**config.mk**
```make
export PLATFORM = sky130hd
export DESIGN_NAME = pc_fetch_ctrl
export DESIGN_NICKNAME = d
export VERILOG_FILES = /design/src/rtl/pc_fetch_ctrl.sv
export SDC_FILE = /design/constraint.sdc
export NUM_CORES = 1
export LEC_CHECK = 0
export CAP_MARGIN = 10
export CORE_MARGIN = 2
export CORE_UTILIZATION = 42
export CTS_CLUSTER_DIAMETER = 30
export DETAILED_ROUTE_END_ITERATION = 12
export GPL_TIMING_DRIVEN = 0
export PLACE_DENSITY = 0.76
export SETUP_SLACK_MARGIN = 0.15
export SYNTH_ARGS = -nofsm -noshare
export SYNTH_HDL_FRONTEND = slang
export SYNTH_SLANG_ARGS = --single-unit
```
**constraint.sdc**
```tcl
create_clock -name clk -period 2.3 [get_ports clk]
set_input_delay 0.575 -clock clk [delete_from_list [all_inputs] [get_ports clk]]
set_output_delay 0.575 -clock clk [all_outputs]
set_load 0.05 [all_outputs]
```
**src/rtl/pc_fetch_ctrl.sv**
```systemverilog
// -----------------------------------------------------------------------------
// pc_fetch_ctrl -- fetch-stage sequencer for the pipelined MIPS core.
//
// Drives the pc block's update enable and next-PC select (PCSrc, PCBranch),
// and the IF/ID register's write enable and flush. It arbitrates between the
// instruction-memory handshake, load-use stalls and branch redirects from EX.
// A taken branch that arrives while memory is waiting, or while the fetch is
// held, is remembered until its redirect can be issued.
//
// Ports
//   clk            in   core clock, rising edge
//   rst            in   synchronous active-high reset
//   stall_req      in   load-use stall request from the hazard unit
//   branch_taken   in   one-cycle pulse: branch resolved taken in EX
//   branch_target  in   [31:0] target address, valid with branch_taken
//   imem_ack       in   instruction word for the current PC is available
//   imem_req       out  fetch request to instruction memory
//   pc_en          out  PC register update enable
//   PCSrc          out  0: pcplus4addr, 1: PCBranch
//   PCBranch       out  [31:0] redirect address presented to pc
//   ifid_en        out  IF/ID register write enable
//   ifid_flush     out  load a bubble into IF/ID
//   fetch_timeout  out  sticky: ACK_TIMEOUT consecutive no-ack cycles seen
// -----------------------------------------------------------------------------
module pc_fetch_ctrl #(
  parameter int unsigned RESET_WAIT  = 2,   // 1..15
  parameter int unsigned ACK_TIMEOUT = 15   // 1..255
) (
  input  logic        clk,
  input  logic        rst,
  input  logic        stall_req,
  input  logic        branch_taken,
  input  logic [31:0] branch_target,
  input  logic        imem_ack,
  output logic        imem_req,
  output logic        pc_en,
  output logic        PCSrc,
  output logic [31:0] PCBranch,
  output logic        ifid_en,
  output logic        ifid_flush,
  output logic        fetch_timeout
);

  typedef enum logic [1:0] {
    ST_BOOT  = 2'd0,
    ST_FETCH = 2'd1,
    ST_HOLD  = 2'd2
  } state_t;

  localparam logic [3:0] BOOT_LAST = 4'(RESET_WAIT - 1);
  localparam logic [7:0] WAIT_MAX  = 8'(ACK_TIMEOUT);

  state_t      state_q, state_d;
  logic [3:0]  boot_cnt_q, boot_cnt_d;
  logic [7:0]  wait_cnt_q, wait_cnt_d;
  logic        br_pend_q, br_pend_d;
  logic [31:0] br_tgt_q, br_tgt_d;
  logic        timeout_q, timeout_d;

  // A redirect is wanted if a branch resolves now or one is still pending;
  // a fresh pulse always carries the newest target.
  logic        eb;
  logic [31:0] et;
  logic        redirect;

  assign eb = branch_taken | br_pend_q;
  assign et = branch_taken ? branch_target : br_tgt_q;

  always_comb begin
    state_d    = state_q;
    boot_cnt_d = boot_cnt_q;
    wait_cnt_d = '0;              // cleared on ack and whenever not in FETCH
    br_pend_d  = br_pend_q;
    br_tgt_d   = br_tgt_q;
    timeout_d  = timeout_q;
    redirect   = 1'b0;
    imem_req   = 1'b0;
    pc_en      = 1'b0;
    PCSrc      = 1'b0;
    ifid_en    = 1'b0;
    ifid_flush = 1'b0;

    case (state_q)
      ST_BOOT: begin
        if (boot_cnt_q == BOOT_LAST) begin
          boot_cnt_d = '0;
          state_d    = ST_FETCH;
        end else begin
          boot_cnt_d = boot_cnt_q + 4'd1;
        end
      end

      ST_FETCH: begin
        imem_req = 1'b1;
        if (imem_ack) begin
          if (eb) begin
            redirect = 1'b1;          // branch beats stall
          end else if (stall_req) begin
            state_d = ST_HOLD;
          end else begin
            pc_en   = 1'b1;
            ifid_en = 1'b1;
          end
        end else begin
          // Bubble into ID while waiting, unless ID itself is frozen.
          ifid_flush = !stall_req;
          wait_cnt_d = (wait_cnt_q == WAIT_MAX) ? wait_cnt_q : wait_cnt_q + 8'd1;
          if (wait_cnt_d == WAIT_MAX) begin
            timeout_d = 1'b1;
          end
        end
      end

      ST_HOLD: begin
        if (eb) begin
          redirect = 1'b1;
          state_d  = ST_FETCH;
        end else if (!stall_req) begin
          state_d = ST_FETCH;         // held PC is fetched again
        end
      end

      default: begin
        state_d = ST_BOOT;
      end
    endcase

    if (redirect) begin
      pc_en      = 1'b1;
      PCSrc      = 1'b1;
      ifid_flush = 1'b1;
      ifid_en    = 1'b0;
    end

    // Branches are only tracked once fetching has begun. Issuing the
    // redirect consumes the pending branch, including one arriving this cycle.
    if (state_q != ST_BOOT) begin
      if (branch_taken) begin
        br_tgt_d = branch_target;
      end
      br_pend_d = redirect ? 1'b0 : (branch_taken | br_pend_q);
    end
  end

  assign PCBranch      = PCSrc ? et : br_tgt_q;
  assign fetch_timeout = timeout_q;

  always_ff @(posedge clk) begin
    if (rst) begin
      state_q    <= ST_BOOT;
      boot_cnt_q <= '0;
      wait_cnt_q <= '0;
      br_pend_q  <= 1'b0;
      br_tgt_q   <= '0;
      timeout_q  <= 1'b0;
    end else begin
      state_q    <= state_d;
      boot_cnt_q <= boot_cnt_d;
      wait_cnt_q <= wait_cnt_d;
      br_pend_q  <= br_pend_d;
      br_tgt_q   <= br_tgt_d;
      timeout_q  <= timeout_d;
    end
  end

endmodule

```
==> key figures, run 1 <==
Run status
  • Status: complete, but fails checks
  • Violated checks: negative setup slack

Critical path
  • Kind of critical path: register to primary output
  • R2R cell count: 8
  • Reg2reg end: fetch_timeout
  • Data arrival time at the worst-slack endpoint: 2020 ps
  • CP endpoint: PCBranch[3]
  • Reg2reg setup slack: 330 ps
  • Critical path launch point type: register
  • WP data required: 1730 ps
  • Nature of the critical path endpoint: primary output
  • CP Max Fanout: 5
  • FF-to-FF Start: state_q[0]
  • CP startpoint: state_q[1]

Timing
  • Max Slew Vio Count: 0
  • RSZ-0062 raised after global routing: true
  • Setup TNS: -8822 ps
  • Tmin final: 2599 ps
  • Final worst setup slack: -299.1 ps
  • Worst-margin pin slew: 599.3 ps
  • Slew HR: 60.05%
  • Final period utilization: 113.0%
  • Fmax: 384.7 MHz
  • Final hold vios: 0
  • Worst Clk Skew: 6.334 ps
  • Finish-stage setup viols: 35

Synth
  • Ys flop type: dfxtp_1
  • Yosys cell types: 37
  • Synthesized netlist cell count: 286
  • Synth area leader: dfxtp_1
  • Yosys top cell area share: 40.46%
  • Synthesis Warnings: 0
  • Netlist Area Pre-Place: 0.002375 mm2
  • Syn avg cell area: 8.303 um2
  • Asr flop ratio synth: 0%
  • EDFF count, synth: 0
  • Seq cells post-synth: 48
  • Area contributors post-synth: dfxtp_1 40%, mux2_2 14%, nand2_1 11%, a21oi_1 7.8%, ha_1 3.2%
  • Seq/Total Area, Yosys: 40.46%
  • Syn nets: 329

Route
  • 1st-iter DRT viols: 138
  • Drt first pass iters: 4
  • Wire per inst: 13.66 um
  • DRC Markers: 0
  • Vias: 2315
  • Drt total wl: 6.189 mm
  • Post-route ant nets: 0
  • Routed vias/inst: 5.110

Cells and area
  • Number of nets in the layout: 423
  • Non-Filler Instances: 453
  • Area Overhead vs Synth: 60.54%
  • # diodes: 0
  • Final instance area: 0.003812 mm2
  • Share of layout cells above drive strength 1: 29.40%
  • Util after Layout: 69.66%
  • Filler cells: 427

Global route
  • Vias in the first global route: 2162
  • Total gr overflow: 0
  • Total track usage: 19.70%
  • First-pass GRT wire length: 9.873 mm
  • Largest net degree at the start of global routing: 16
  • Initial antenna violation count: 0

Clock tree
  • CTS H-tree lvls: 2
  • CTS max path bufs: 2
  • Root Driver: clkbuf_8
  • CTS Buf Count: 5
  • Worst-path clk slew: 90 ps
  • CTS tree: built
  • Hold_buf cts: 0
  • Clock Sinks: 48
  • Worst-skew pair later-pin latency: 300 ps

Power and ir drop
  • Total Power: 3154 uW
  • P per Cell Area: 827.4 mW/mm2
  • VDD IR max: 0.3566 mV
  • Static Leak: 0.001619 uW

Die
  • Initial Util: 43.39%
  • Total die area: 0.006272 mm2
  • Die width: 79.20 um
  • Row cnt: 27
  • Total core area: 0.005473 mm2
  • Height of the die: 79.20 um
  • IO Pins: 75

Job
  • Max capacitance violation total: 0

Placement
  • Post-Place Cells: 431
  • Half-perimeter wire length after placement: 4.203 mm
  • Gpl congestion: 0.8353
  • Port-buffer cells: 73
  • Placed inst area: 0.003349 mm2

Hold path
  • Min-Delay Startpoint: br_tgt_q[29]
  • Hold Crit Depth: 2
  • Worst hold path type: register to register
cells in the mapped netlist, types with 2 or more instances:
cell type / instances
nand2_1: 72
o21ai_0: 2
nor2b_1: 4
nor2_1: 17
inv_1: 6
nor3_1: 9
mux2_2: 29
a31oi_1: 2
buf_1: 3
a211oi_1: 2
mux2_1: 3
nand4_1: 2
xor2_1: 6
nand3_1: 4
mux2i_1: 2
nand2b_1: 2
clkbuf_1: 12
ha_1: 6
buf_4: 2
dfxtp_1: 48
a21oi_1: 37
critical path, cell delays in order (launching register included):
cell and delay [ps]:
dfxtp_4 390, inv_4 60, ha_4 250, nor2b_4 170, nand2_4 100, buf_6 150, clkbuf_16 150, mux2_4 310
buf_8 150
report_power, final:
group | switching, uW | leakage (uW) | internal, uW | total, uW
Sequential | 71.8 | 0.000391 | 938 | 1010
Combinational | 851 | 0.00117 | 684 | 1530
Clock | 288 | 0.0000541 | 322 | 610
Total | 1210 | 0.00162 | 1940 | 3150
sequential cells by signal (all words and copies together) (netlist names):
signal,count
br_pend_q,1
fetch_timeout,1
wait_cnt_q,8
state_q,2
boot_cnt_q,4
br_tgt_q,32
per-layer routing:
layer / GRT usage (%) / up-vias / part of all wire, %
met5: 0 / - / 0
met4: 4.483 / 0 / 0.92
met3: 3.750 / 7 / 4.7
met2: 34.92 / 73 / 51
met1: 24.70 / 1073 / 43
li1: - / 1162 / -
repair_timing:
action | CTS | global route
buffers inserted | 10 | 1
endpoints found under the setup margin | 39 | 38
gates cloned | 2 | 1
endpoints found under the hold margin | 0 | 0
gates resized for setup | 280 | 15
pin swaps | 3 | 1
cells by family (layout without fill, tap and decap cells):
family	after synthesis	in the layout	share of synthesized area (%)
AO/OA/AOI/OAI	48	48	11.12
flip-flops	48	48	40.46
AND/OR/NAND/NOR	119	119	22.23
adder cells (fa/ha/maj)	6	6	3.161
multiplexers	34	34	16.02
XOR/XNOR	7	7	2.582
buffers and inverters	24	119	4.425
layout make-up:
cell class | instances | area (um2) | share of cell area (%)
multi-input cells | 214 | 1501 | 39.38
repair buffers | 87 | 980.9 | 25.73
flip-flops and latches | 48 | 968.4 | 25.40
plain buffers | 18 | 132.6 | 3.479
well taps | 72 | 90.09 | 2.363
clock buffers | 5 | 68.82 | 1.805
clock inverters | 3 | 42.54 | 1.116
inverters | 6 | 27.53 | 0.7220
layout by cell type (no fill, tap or decap), types with 4 or more instances in the layout:
master / Yosys / final
a21oi_1: 37 / 36
buf_12: 0 / 4
buf_4: 2 / 11
buf_6: 1 / 29
buf_8: 0 / 9
clkbuf_1: 12 / 11
clkbuf_8: 0 / 5
clkdlybuf4s50_1: 0 / 34
dfxtp_1: 48 / 46
inv_1: 6 / 4
mux2_4: 0 / 32
nand2_1: 72 / 71
nand3_1: 4 / 4
nor2_1: 17 / 17
nor3_1: 9 / 9
xor2_1: 6 / 6
how the worst min path moves through the flow:
stage               slack, ps           end
finish                    460  br_tgt_q[29]
global placement          440  br_tgt_q[31]
CTS                       460  br_tgt_q[29]
detailed placement        450  br_tgt_q[29]
global route              470  br_tgt_q[19]
floorplan                 430   br_tgt_q[0]
per-stage QoR:
stage	hold WS, ps	worst slack (ps)
after global routing	474.6	-346.7
after CTS	458.2	-265.3
after detailed placement	445.6	-1016
after floorplan	432.9	143.8
after global placement	439.5	-1010
final	457.7	-299.1
Note: power is estimated with default switching activity, not from simulation.
==> run 2: changes to the inputs <==
- CAP_MARGIN: 10 -> unset
==> results of run 2 <==
Final layout, timing and power as in run 1 (identical DEF).
==> run 3: changes to the inputs <==
- GPL_ROUTABILITY_DRIVEN: unset -> 0
==> results of run 3 <==
Final layout, timing and power as in run 1 (identical DEF).
